==> config.mk <==
export PLATFORM = sky130hd
export DESIGN_NAME = uart_tx_arbiter
export DESIGN_NICKNAME = d
export VERILOG_FILES = /design/src/rtl/uart_tx_arbiter.sv
export SDC_FILE = /design/constraint.sdc
export NUM_CORES = 1
export LEC_CHECK = 0
export BUFFER_PORTS_ARGS = -buffer_cell sky130_fd_sc_hd__buf_2
export CAP_MARGIN = 20
export CELL_PAD_IN_SITES_DETAIL_PLACEMENT = 0
export CELL_PAD_IN_SITES_GLOBAL_PLACEMENT = 2
export CORE_MARGIN = 2
export CORE_UTILIZATION = 33
export DETAILED_ROUTE_END_ITERATION = 7
export PLACE_DENSITY_LB_ADDON = 0.08
export SLEW_MARGIN = 20
export SYNTH_ARGS = -nofsm -noshare
export SYNTH_HDL_FRONTEND = slang
export SYNTH_SLANG_ARGS = --single-unit
==> constraint.sdc <==
create_clock -name clk -period 7.15 [get_ports clk]
set_clock_uncertainty 0.2 [all_clocks]
set_input_delay 1.0725 -clock clk [delete_from_list [all_inputs] [get_ports clk]]
set_output_delay 1.0725 -clock clk [all_outputs]
set_load 0.03 [all_outputs]
==> src/rtl/uart_tx_arbiter.sv <==
// ---------------------------------------------------------------------------
// uart_tx_arbiter
//
// Shares one uart transmitter among NUM_REQ byte producers. Requesters are
// served round-robin, but a requester that sends a byte without req_last keeps
// ownership (packet lock) so that its packet goes out contiguously. The lock
// is abandoned if the owner stalls in IDLE for LOCK_TIMEOUT cycles.
//
// Ports
//   clk            system clock
//   rst_n          asynchronous active-low reset
//   req_valid[i]   requester i offers the byte req_data[8*i +: 8]
//   req_data       one byte per requester
//   req_last[i]    the offered byte ends requester i's packet
//   req_ready[i]   one-cycle pulse: byte of requester i accepted
//   uart_tx_start  level to the uart, high while a byte is pending
//   uart_tx_data   byte to the uart, stable while uart_tx_start is high
//   uart_tx_clk    uart bit-tick qualifier (qualifies uart_tx_done)
//   uart_tx_done   uart frame complete
//   uart_tx_busy   uart is transmitting
//   owner_id       current / last granted requester
//   owner_lock     packet lock held by owner_id
//   lock_dropped   one-cycle pulse: lock released by timeout
// ---------------------------------------------------------------------------
module uart_tx_arbiter #(
    parameter int NUM_REQ      = 4,
    parameter int LOCK_TIMEOUT = 4095
) (
    input  logic                       clk,
    input  logic                       rst_n,
    input  logic [NUM_REQ-1:0]         req_valid,
    input  logic [8*NUM_REQ-1:0]       req_data,
    input  logic [NUM_REQ-1:0]         req_last,
    output logic [NUM_REQ-1:0]         req_ready,
    output logic                       uart_tx_start,
    output logic [7:0]                 uart_tx_data,
    input  logic                       uart_tx_clk,
    input  logic                       uart_tx_done,
    input  logic                       uart_tx_busy,
    output logic [$clog2(NUM_REQ)-1:0] owner_id,
    output logic                       owner_lock,
    output logic                       lock_dropped
);

    localparam int IDW = $clog2(NUM_REQ);
    localparam int SW  = IDW + 1;
    localparam int CW  = $clog2(LOCK_TIMEOUT + 1);

    localparam logic [SW-1:0] NREQ_W    = SW'(NUM_REQ);
    localparam logic [CW-1:0] TIMEOUT_C = CW'(LOCK_TIMEOUT);

    typedef enum logic [1:0] {
        ST_IDLE,
        ST_ACCEPT,
        ST_SEND,
        ST_DRAIN
    } state_t;

    state_t               state_q;
    logic [NUM_REQ-1:0]   req_ready_q;
    logic                 tx_start_q;
    logic [7:0]           tx_data_q;
    logic [IDW-1:0]       owner_id_q;
    logic                 owner_lock_q;
    logic                 lock_dropped_q;
    logic [CW-1:0]        counter_q;
    logic [CW-1:0]        counter_d;

    logic [7:0]           req_byte     [NUM_REQ];
    logic [IDW-1:0]       cand_idx     [NUM_REQ];
    logic [NUM_REQ-1:0]   cand_hit;
    logic [NUM_REQ-1:0]   owner_onehot;
    logic                 rr_hit;
    logic [IDW-1:0]       rr_idx;

    // Per-requester views: the byte lane, the one-hot ready pattern, and the
    // round-robin candidate list. Candidate gi is the requester gi+1 places
    // after the current owner (mod NUM_REQ), so the owner itself comes last.
    for (genvar gi = 0; gi < NUM_REQ; gi++) begin : g_req
        logic [SW-1:0] sum_w;

        assign req_byte[gi]     = req_data[8*gi +: 8];
        assign owner_onehot[gi] = (owner_id_q == IDW'(gi));
        assign sum_w            = {1'b0, owner_id_q} + SW'(gi + 1);
        assign cand_idx[gi]     = (sum_w >= NREQ_W) ? IDW'(sum_w - NREQ_W)
                                                    : sum_w[IDW-1:0];
        assign cand_hit[gi]     = req_valid[cand_idx[gi]];
    end

    // Priority pick over the rotated candidate list: lowest offset wins.
    always_comb begin
        rr_hit = 1'b0;
        rr_idx = owner_id_q;
        for (int k = NUM_REQ - 1; k >= 0; k--) begin
            if (cand_hit[k]) begin
                rr_hit = 1'b1;
                rr_idx = cand_idx[k];
            end
        end
    end

    // Stall counter increments but never wraps past LOCK_TIMEOUT.
    always_comb begin
        counter_d = counter_q;
        if (counter_q != TIMEOUT_C) begin
            counter_d = counter_q + CW'(1);
        end
    end

    always_ff @(posedge clk or negedge rst_n) begin
        if (!rst_n) begin
            state_q        <= ST_IDLE;
            req_ready_q    <= '0;
            tx_start_q     <= 1'b0;
            tx_data_q      <= 8'h00;
            owner_id_q     <= IDW'(NUM_REQ - 1);
            owner_lock_q   <= 1'b0;
            lock_dropped_q <= 1'b0;
            counter_q      <= '0;
        end else begin
            req_ready_q    <= '0;
            lock_dropped_q <= 1'b0;

            case (state_q)
                ST_IDLE: begin
                    // Nothing is started while the uart still reports busy,
                    // including right after a reset that hit mid-frame.
                    if (!uart_tx_busy) begin
                        if (!owner_lock_q) begin
                            counter_q <= '0;
                            if (rr_hit) begin
                                owner_id_q <= rr_idx;
                                state_q    <= ST_ACCEPT;
                            end
                        end else if (req_valid[owner_id_q]) begin
                            // Owner wins even on the cycle the timeout
                            // would have expired.
                            counter_q <= '0;
                            state_q   <= ST_ACCEPT;
                        end else if (counter_d == TIMEOUT_C) begin
                            // LOCK_TIMEOUT-th consecutive stalled idle cycle:
                            // release; arbitration resumes next cycle.
                            owner_lock_q   <= 1'b0;
                            lock_dropped_q <= 1'b1;
                            counter_q      <= '0;
                        end else begin
                            counter_q <= counter_d;
                        end
                    end
                end

                ST_ACCEPT: begin
                    // A requester that withdrew its byte between grant and
                    // accept loses it; go back and arbitrate again.
                    if (req_valid[owner_id_q]) begin
                        req_ready_q  <= owner_onehot;
                        tx_data_q    <= req_byte[owner_id_q];
                        tx_start_q   <= 1'b1;
                        owner_lock_q <= ~req_last[owner_id_q];
                        counter_q    <= '0;
                        state_q      <= ST_SEND;
                    end else begin
                        state_q <= ST_IDLE;
                    end
                end

                ST_SEND: begin
                    // uart_tx_done is only meaningful on a bit tick.
                    if (uart_tx_clk && uart_tx_done) begin
                        tx_start_q <= 1'b0;
                        state_q    <= ST_DRAIN;
                    end
                end

                ST_DRAIN: begin
                    // Wait out the stop bit so starts are never back-to-back.
                    if (!uart_tx_busy) begin
                        state_q <= ST_IDLE;
                    end
                end

                default: begin
                    state_q <= ST_IDLE;
                end
            endcase
        end
    end

    assign req_ready     = req_ready_q;
    assign uart_tx_start = tx_start_q;
    assign uart_tx_data  = tx_data_q;
    assign owner_id      = owner_id_q;
    assign owner_lock    = owner_lock_q;
    assign lock_dropped  = lock_dropped_q;

endmodule

==> results of run 1 <==
-- final cells by class --
class | count | area share [%]
multi-input combinational | 165 | 48.5
sequential | 31 | 31.0
timing repair buffer | 61 | 12.1
tap | 77 | 3.83
clock buffer | 6 | 2.89
inverter | 8 | 1.19
clock inverter | 2 | 0.498
-- synthesized netlist by cell type (2+ instances only) --
master / instances / area [um2]
buf_4: 4 / 30.0
mux2i_1: 4 / 40.0
a21oi_1: 15 / 75.1
mux4_2: 10 / 225
a22o_1: 3 / 26.3
a31oi_1: 4 / 25.0
and2_1: 2 / 12.5
nor4_1: 4 / 25.0
o21ai_0: 9 / 45.0
nand3_1: 12 / 60.1
dfrtp_1: 29 / 726
buf_6: 2 / 22.5
mux2_1: 9 / 101
dfstp_2: 2 / 52.6
nor3_1: 4 / 20.0
and3_1: 8 / 50.1
and4_1: 2 / 17.5
nor2_1: 18 / 67.6
buf_2: 4 / 20.0
a211o_1: 2 / 17.5
o211ai_1: 2 / 15.0
inv_1: 7 / 26.3
ha_1: 5 / 62.6
xnor2_1: 2 / 17.5
clkbuf_1: 4 / 15.0
or3_1: 3 / 18.8
nand2_1: 27 / 101
-- placed cells by master, fill, tap and decap left out, types with 2 or more instances in the layout --
cell / Yosys / final
and2_1: 2 / 2
or3_1: 3 / 3
nor4_1: 4 / 4
dfrtp_1: 29 / 29
a21oi_1: 15 / 15
xnor2_1: 2 / 2
ha_1: 5 / 5
a22o_1: 3 / 3
nor3_1: 4 / 4
inv_1: 7 / 7
mux2_1: 9 / 9
clkbuf_8: 0 / 5
and3_1: 8 / 8
o21ai_0: 9 / 9
nor2_1: 18 / 18
dfstp_2: 2 / 2
nand2_1: 27 / 27
a211o_1: 2 / 2
nand3_1: 12 / 12
mux4_2: 10 / 10
mux2i_1: 4 / 4
buf_2: 4 / 61
and4_1: 2 / 2
a31oi_1: 4 / 4
o211ai_1: 2 / 2
-- worst paths after layout --
path,from,endpoint,slack [ns],cells past startpoint
setup / recovery,owner_id[0],counter_q[0],4.08,7
hold / removal,uart_tx_data[0],uart_tx_data[0],0.29,1
setup reg to reg,owner_id[0],counter_q[0],4.08,7
hold reg to reg,uart_tx_data[0],uart_tx_data[0],0.29,1
max in group asynchronous,rst_n,counter_q[11],5.66,1
min in group asynchronous,rst_n,counter_q[7],0.63,1
-- state kept, by name (all words and copies together) (netlist names), named ones only --
name / count
owner_id: 2
req_ready: 4
counter_q: 12
lock_dropped: 1
owner_lock: 1
state_q: 1
uart_tx_start: 1
uart_tx_data: 8
-- through the flow --
stage / cell area [um2] / power, W
6_report: 2510 / 0.000805
5_1_grt: 2510 / 0.000870
4_1_cts: 2510 / 0.000819
3_5_place_dp: 2430 / 0.000674
3_3_place_gp: 2430 / 0.000675
2_1_floorplan: 2120 / 0.000567
-- cell families (layout without fill, tap and decap cells) --
group / after synthesis / after routing / synth area share (%)
adder cells (fa/ha/maj): 5 / 5 / 2.95
multiplexers: 24 / 24 / 18.0
flip-flops: 31 / 31 / 36.7
XOR/XNOR: 2 / 2 / 0.827
buffers and inverters: 23 / 77 / 5.73
AO/OA/AOI/OAI: 45 / 45 / 13.7
AND/OR/NAND/NOR: 89 / 89 / 22.0
-- worst register-to-register path: cells and delay by family, from the launching register on --
kind            cells  cell delay [ns]
compound gates      1             0.23
flops               1             0.91
mux                 2             0.50
simple gates        4             1.12
-- routing by layer --
layer	wire length, um	vias up	track usage [%]
met5	0	-	0
met4	53	0	4.69
met3	392	7	5.14
met2	2400	64	25.4
met1	2470	867	20.5
li1	-	916	-
-- power by group through the flow --
stage / logic, W / clock network, W / registers [W]
floorplan: 0.000231 / 0 / 0.000337
global placement: 0.000365 / 0 / 0.000310
detailed placement: 0.000365 / 0 / 0.000309
CTS: 0.000365 / 0.000146 / 0.000308
global route: 0.000395 / 0.000155 / 0.000319
finish: 0.000358 / 0.000141 / 0.000306
==> flow_summary.toml, run 1 <==
[finish]
fin_util_pct = 40.0
area_growth_pct = 18.7
multi_input_area_um2 = 1220
nets = 322
final_cells = 350
num_antenna_cells = 0
final.fill_count = 653
seq_area_um2 = 778
layout-drive-gt1-share_pct = 32.2

[global_routing]
track_usage_pct = 15.8
grt_remaining_overflow = 0
antenna_found_initial = 0
grt_pass1_vias = 1841
grt_pass1_wl_mm = 8.95
grt_max_degree = 32

[setup_path]
worst_path_max_delay_cell = "dfstp_2"
critPathBufInv = 0
critPathRequiredTime_ns = 7.12
cp.arrival_ns = 3.04
cp_max_fo = 21
endpoint_kind = "flip-flop"
cp-start-kind = "flip-flop"
worstSetupPathType = "reg -> reg"
critical-path-max-stage-delay_ns = 0.91
cp_top_family = "simple AND/OR/NAND/NOR gates"
crit_chain = "mux2_1 > nand2b_1 > nand2_1 > or3_1 > and2_1 > a21o_1 > mux2_4"

[yosys]
syn_area_um2 = 2120
ys_async_sr_fraction_pct = 100
synth_fp_nets = 269
postSynthCellCount = 219
ys.flop_type = "dfrtp_1"
ys_types = 49
ys_warn_count = 0
syn_avg_cell_area_um2 = 9.67
synth_edf_count = 0
ys_seq_elements = 31
yosysSeqAreaShare_pct = 36.7

[power_and_ir_drop]
power_frac_seq_pct = 38.0
vdd_ir_drop_max_mv = 0.134
p_clk_share_pct = 17.5
pwr_density_cell_nw_per_um2 = 320
switching_share_pct = 43.4
p_int_w = 0.000456
leakagePower_nw = 1.18
power_frac_comb_pct = 44.5
switchingPower_w = 0.000350

[floorplanning]
core_um2 = 6280
io_pins = 62
die_area_um2 = 7080
die_width_um = 84.1
start_util_pct = 33.7
die_h_um = 84.1
core.rowCount = 29

[route]
drt-total-wl_mm = 5.31
first_iter_violations = 99
dr_total_vias = 1854
detail_route.wl_per_cell_um = 15.2
avgViaCountPerCell = 5.30
route.detailed.drc = 0
drt_pass1_iterations = 4
drtAntennaViolNets = 0

[status]
status = "complete, no violations"

[cts]
clkTransAtPathRegs_ns = 0.07
h-tree-depth = 2
cts_root_buf = "clkbuf_8"
clock_sinks = 31
cts_resized = 0
tritoncts = "yes"
cts_buffer_depth = 2
cts_buffers = 5
worst_skew_pair.late_latency_ns = 0.29
postCtsSetupBuffers = 0
cts_hold_buffers = 0

[timing]
holdWs_ns = 0.287
rsz0062_at_grt = "no"
tightest_slew_ns = 0.706
slew_headroom_pct = 52.9
timing.final.crit_share_pct = 42.9
fmax_mhz = 326
final_period_minus_worst_setup_slack_ns = 3.07
tns_ns = 0
fin_ws_ns = 4.08
setup_viol = 0
maxSlewViolCount = 0
finalHoldViolations = 0

[job]
drv_cap = 0

[placed_design]
dp.final_hpwl_mm = 3.98
io_buffer_count = 61
placed_cells = 342
routabilityCongestion = 0.737
dp_slack_ns = 3.84

[hold_path]
hold_class = "reg -> reg"
No activity file was read; power rests on OpenSTA's default activity.
==> inputs of run 2 (changes only) <==
--- a/config.mk
+++ b/config.mk
@@ -5,12 +5,13 @@
 export SDC_FILE = /design/constraint.sdc
 export NUM_CORES = 1
 export LEC_CHECK = 0
+export ABC_AREA = 1
 export BUFFER_PORTS_ARGS = -buffer_cell sky130_fd_sc_hd__buf_2
 export CAP_MARGIN = 20
 export CELL_PAD_IN_SITES_DETAIL_PLACEMENT = 0
 export CELL_PAD_IN_SITES_GLOBAL_PLACEMENT = 2
 export CORE_MARGIN = 2
-export CORE_UTILIZATION = 33
+export CORE_UTILIZATION = 28
 export DETAILED_ROUTE_END_ITERATION = 7
 export PLACE_DENSITY_LB_ADDON = 0.08
 export SLEW_MARGIN = 20
==> constraint.sdc (replaced) <==
create_clock -name clk -period 2.95 [get_ports clk]
set_clock_uncertainty 0.2 [all_clocks]
set_input_delay 0.4425 -clock clk [delete_from_list [all_inputs] [get_ports clk]]
set_output_delay 0.4425 -clock clk [all_outputs]
set_load 0.03 [all_outputs]
==> flow_summary.toml, run 2 <==
[floorplanning]
io_pins = 62
core.rowCount = 31
die_area_um2 = 8190
core_um2 = 7250
die_h_um = 90.5
die_width_um = 90.5
start_util_pct = 28.9

[placed_design]
placed_cells = 452
routabilityCongestion = 0.766
io_buffer_count = 61
dp.final_hpwl_mm = 4.47

[finish]
final_cell_mix = "78 x nand2_1, 61 x buf_2, 40 x nor2_1"
largest_register = "counter_q"
nets = 410
final_common_cell = "nand2_1"
final_cells = 460
num_antenna_cells = 0
layout-drive-gt1-share_pct = 26.3
final.fill_count = 825
area_growth_pct = 23.2
largest_reg_flops = 12

[yosys]
yosys.area_share.simple_pct = 33.0
yosysMostFrequentCell = "nand2_1"
yosysSeqAreaShare_pct = 37.2
ys_warn_count = 0
ys_top_cells_by_area = "dfrtp_1 35%, nand2_1 14%, o21ai_0 7.6%"
yosysTopAreaCellShare_pct = 34.6
syn_area_um2 = 2090
syn_avg_cell_area_um2 = 7.03
postSynthCellCount = 298
synth_fa_ha_area_share_pct = 2.99
synth_top_family_by_area = "simple AND/OR/NAND/NOR gates"
ys.flop_type = "dfrtp_1"
ys_types = 30
ys_async_sr_fraction_pct = 100
yosys-top-cells-count = "78 x nand2_1, 40 x nor2_1, 32 x o21ai_0"
synth_fp_nets = 348
ys_seq_elements = 31
synthMuxAreaShare_pct = 4.30
yosysTopAreaCell = "dfrtp_1"
synth_edf_count = 0
synthXorXnorAreaFrac_pct = 1.67
synth_compound_area_share_pct = 12.5

[global_routing]
track_usage_pct = 14.8
grt_remaining_overflow = 0
grt_max_degree = 32
grt_pass1_wl_mm = 9.83
antenna_found_initial = 0
grt_pass1_vias = 2043

[power_and_ir_drop]
pwr_density_cell_nw_per_um2 = 781
p_total_w = 0.00202
vdd_ir_drop_max_mv = 0.355
leakagePower_nw = 1.29

[cts]
cts_root_buf = "clkbuf_8"
clock_sinks = 31
cts_buffers = 5
cts_hold_buffers = 0
worst_skew_pair.late_latency_ns = 0.28
postCtsSetupBuffers = 0
clkTransAtPathRegs_ns = 0.07
cts_buffer_depth = 2
h-tree-depth = 2
cts_resized = 0
tritoncts = "yes"

[setup_path]
cp_max_fo = 17
cp.arrival_ns = 2.45
endpoint_kind = "flip-flop"
critical-path-max-stage-delay_ns = 0.71
worstSetupPathType = "reg -> reg"
worst_path_max_delay_cell = "dfstp_2"
cp-start-kind = "flip-flop"
crit_chain = "o21ai_0 > o21ai_0 > inv_1 > nand3_1 > clkinv_1 > nand3_1 > nand2_1"
critPathRequiredTime_ns = 2.92

[timing]
setup_viol = 0
tns_ns = 0
fmax_mhz = 404
tightest_slew_ns = 0.764
finalHoldViolations = 0
slew_headroom_pct = 49.0
final_period_minus_worst_setup_slack_ns = 2.47
timing.final.crit_share_pct = 83.8
rsz0062_at_grt = "no"
maxSlewViolCount = 0

[job]
drv_cap = 0

[route]
route.detailed.drc = 0
dr_total_vias = 2056
detail_route.wl_per_cell_um = 12.8
wl_met1_mm = 2.68
first_iter_violations = 66
dr_wl_met2_mm = 2.84
drt_pass1_iterations = 4
drt-total-wl_mm = 5.91
drtAntennaViolNets = 0
avgViaCountPerCell = 4.47
wl_met3_um = 305
highest_layer = "met4"

[status]
status = "complete, no violations"

[hold_path]
hold_class = "in -> async"
[run 2: changes by cell type after synthesis, moves of 8 or more]
cell / change
o21ai_0: +23
a21oi_1: -11
and3_1: -8
nand3_1: +11
mux2_1: -9
mux4_2: -10
nand2_1: +51
mux2_2: +8
nor2_1: +22
o22ai_1: +8
inv_1: +23
[run 2: routing by layer]
layer,GRT usage [%],vias up
met5,0,-
met4,4.62,0
met3,3.59,6
met2,25.3,51
met1,18.4,917
li1,-,1082
[run 2: stage by stage]
| stage | worst slack, ns | hold slack [ns] | utilization [%] | cell area (um2) |
|---|---|---|---|---|
| after global placement | 0.406 | 0.282 | 34.4 | 2500 |
| after CTS | 0.410 | 0.0544 | 35.6 | 2580 |
| after global routing | 0.204 | 0.0822 | 35.6 | 2580 |
| after floorplan | 0.567 | -0.0531 | - | 2090 |
| final | 0.477 | 0.0287 | 35.6 | 2580 |
| after detailed placement | 0.425 | 0.287 | 34.4 | 2500 |
[run 2: layout make-up]
class / instances / area [um2] / share of cell area, %
multi-input cells: 225 / 1140 / 44.2
inverters: 32 / 120 / 4.66
well taps: 99 / 124 / 4.80
flip-flops and latches: 31 / 778 / 30.2
clock buffers: 7 / 76.3 / 2.96
clock inverters: 1 / 5.00 / 0.194
repair buffers: 65 / 335 / 13.0
[run 2: worst max-delay path, delay by kind of cell (launching register included)]
family                 cells  cell delay (ns)
AND/OR/NAND/NOR            3             0.46
flip-flops                 1             0.71
AO/OA/AOI/OAI              2             0.56
buffers and inverters      2             0.44
[run 2: logic make-up (layout without fill, tap and decap cells)]
group                    after synthesis  in the layout
flip-flops                            31             31
buffers and inverters                 42            105
XOR/XNOR                               4              4
adder cells (fa/ha/maj)                5              5
AND/OR/NAND/NOR                      160            160
multiplexers                           8              8
AO/OA/AOI/OAI                         48             48
[run 2: report_power, final]
part | switching, W | total, W | internal (W)
Combinational | 0.000646 | 0.00101 | 0.000366
Sequential | 0.000121 | 0.000669 | 0.000548
Clock | 0.000169 | 0.000335 | 0.000166
Total | 0.000936 | 0.00202 | 0.00108
[run 2: path summary, 6_finish.rpt]
| check | startpoint | end | slack, ns | cells after the start |
|---|---|---|---|---|
| setup reg to reg | owner_id[0] | counter_q[3] | 0.48 | 7 |
| hold / removal | rst_n | counter_q[6] | 0.03 | 1 |
| max in group asynchronous | rst_n | counter_q[8] | 2.03 | 1 |
| hold reg to reg | uart_tx_data[1] | uart_tx_data[1] | 0.30 | 1 |
| setup / recovery | owner_id[0] | counter_q[3] | 0.48 | 7 |
| min in group clk | uart_tx_busy | state_q[0] | 0.24 | 3 |
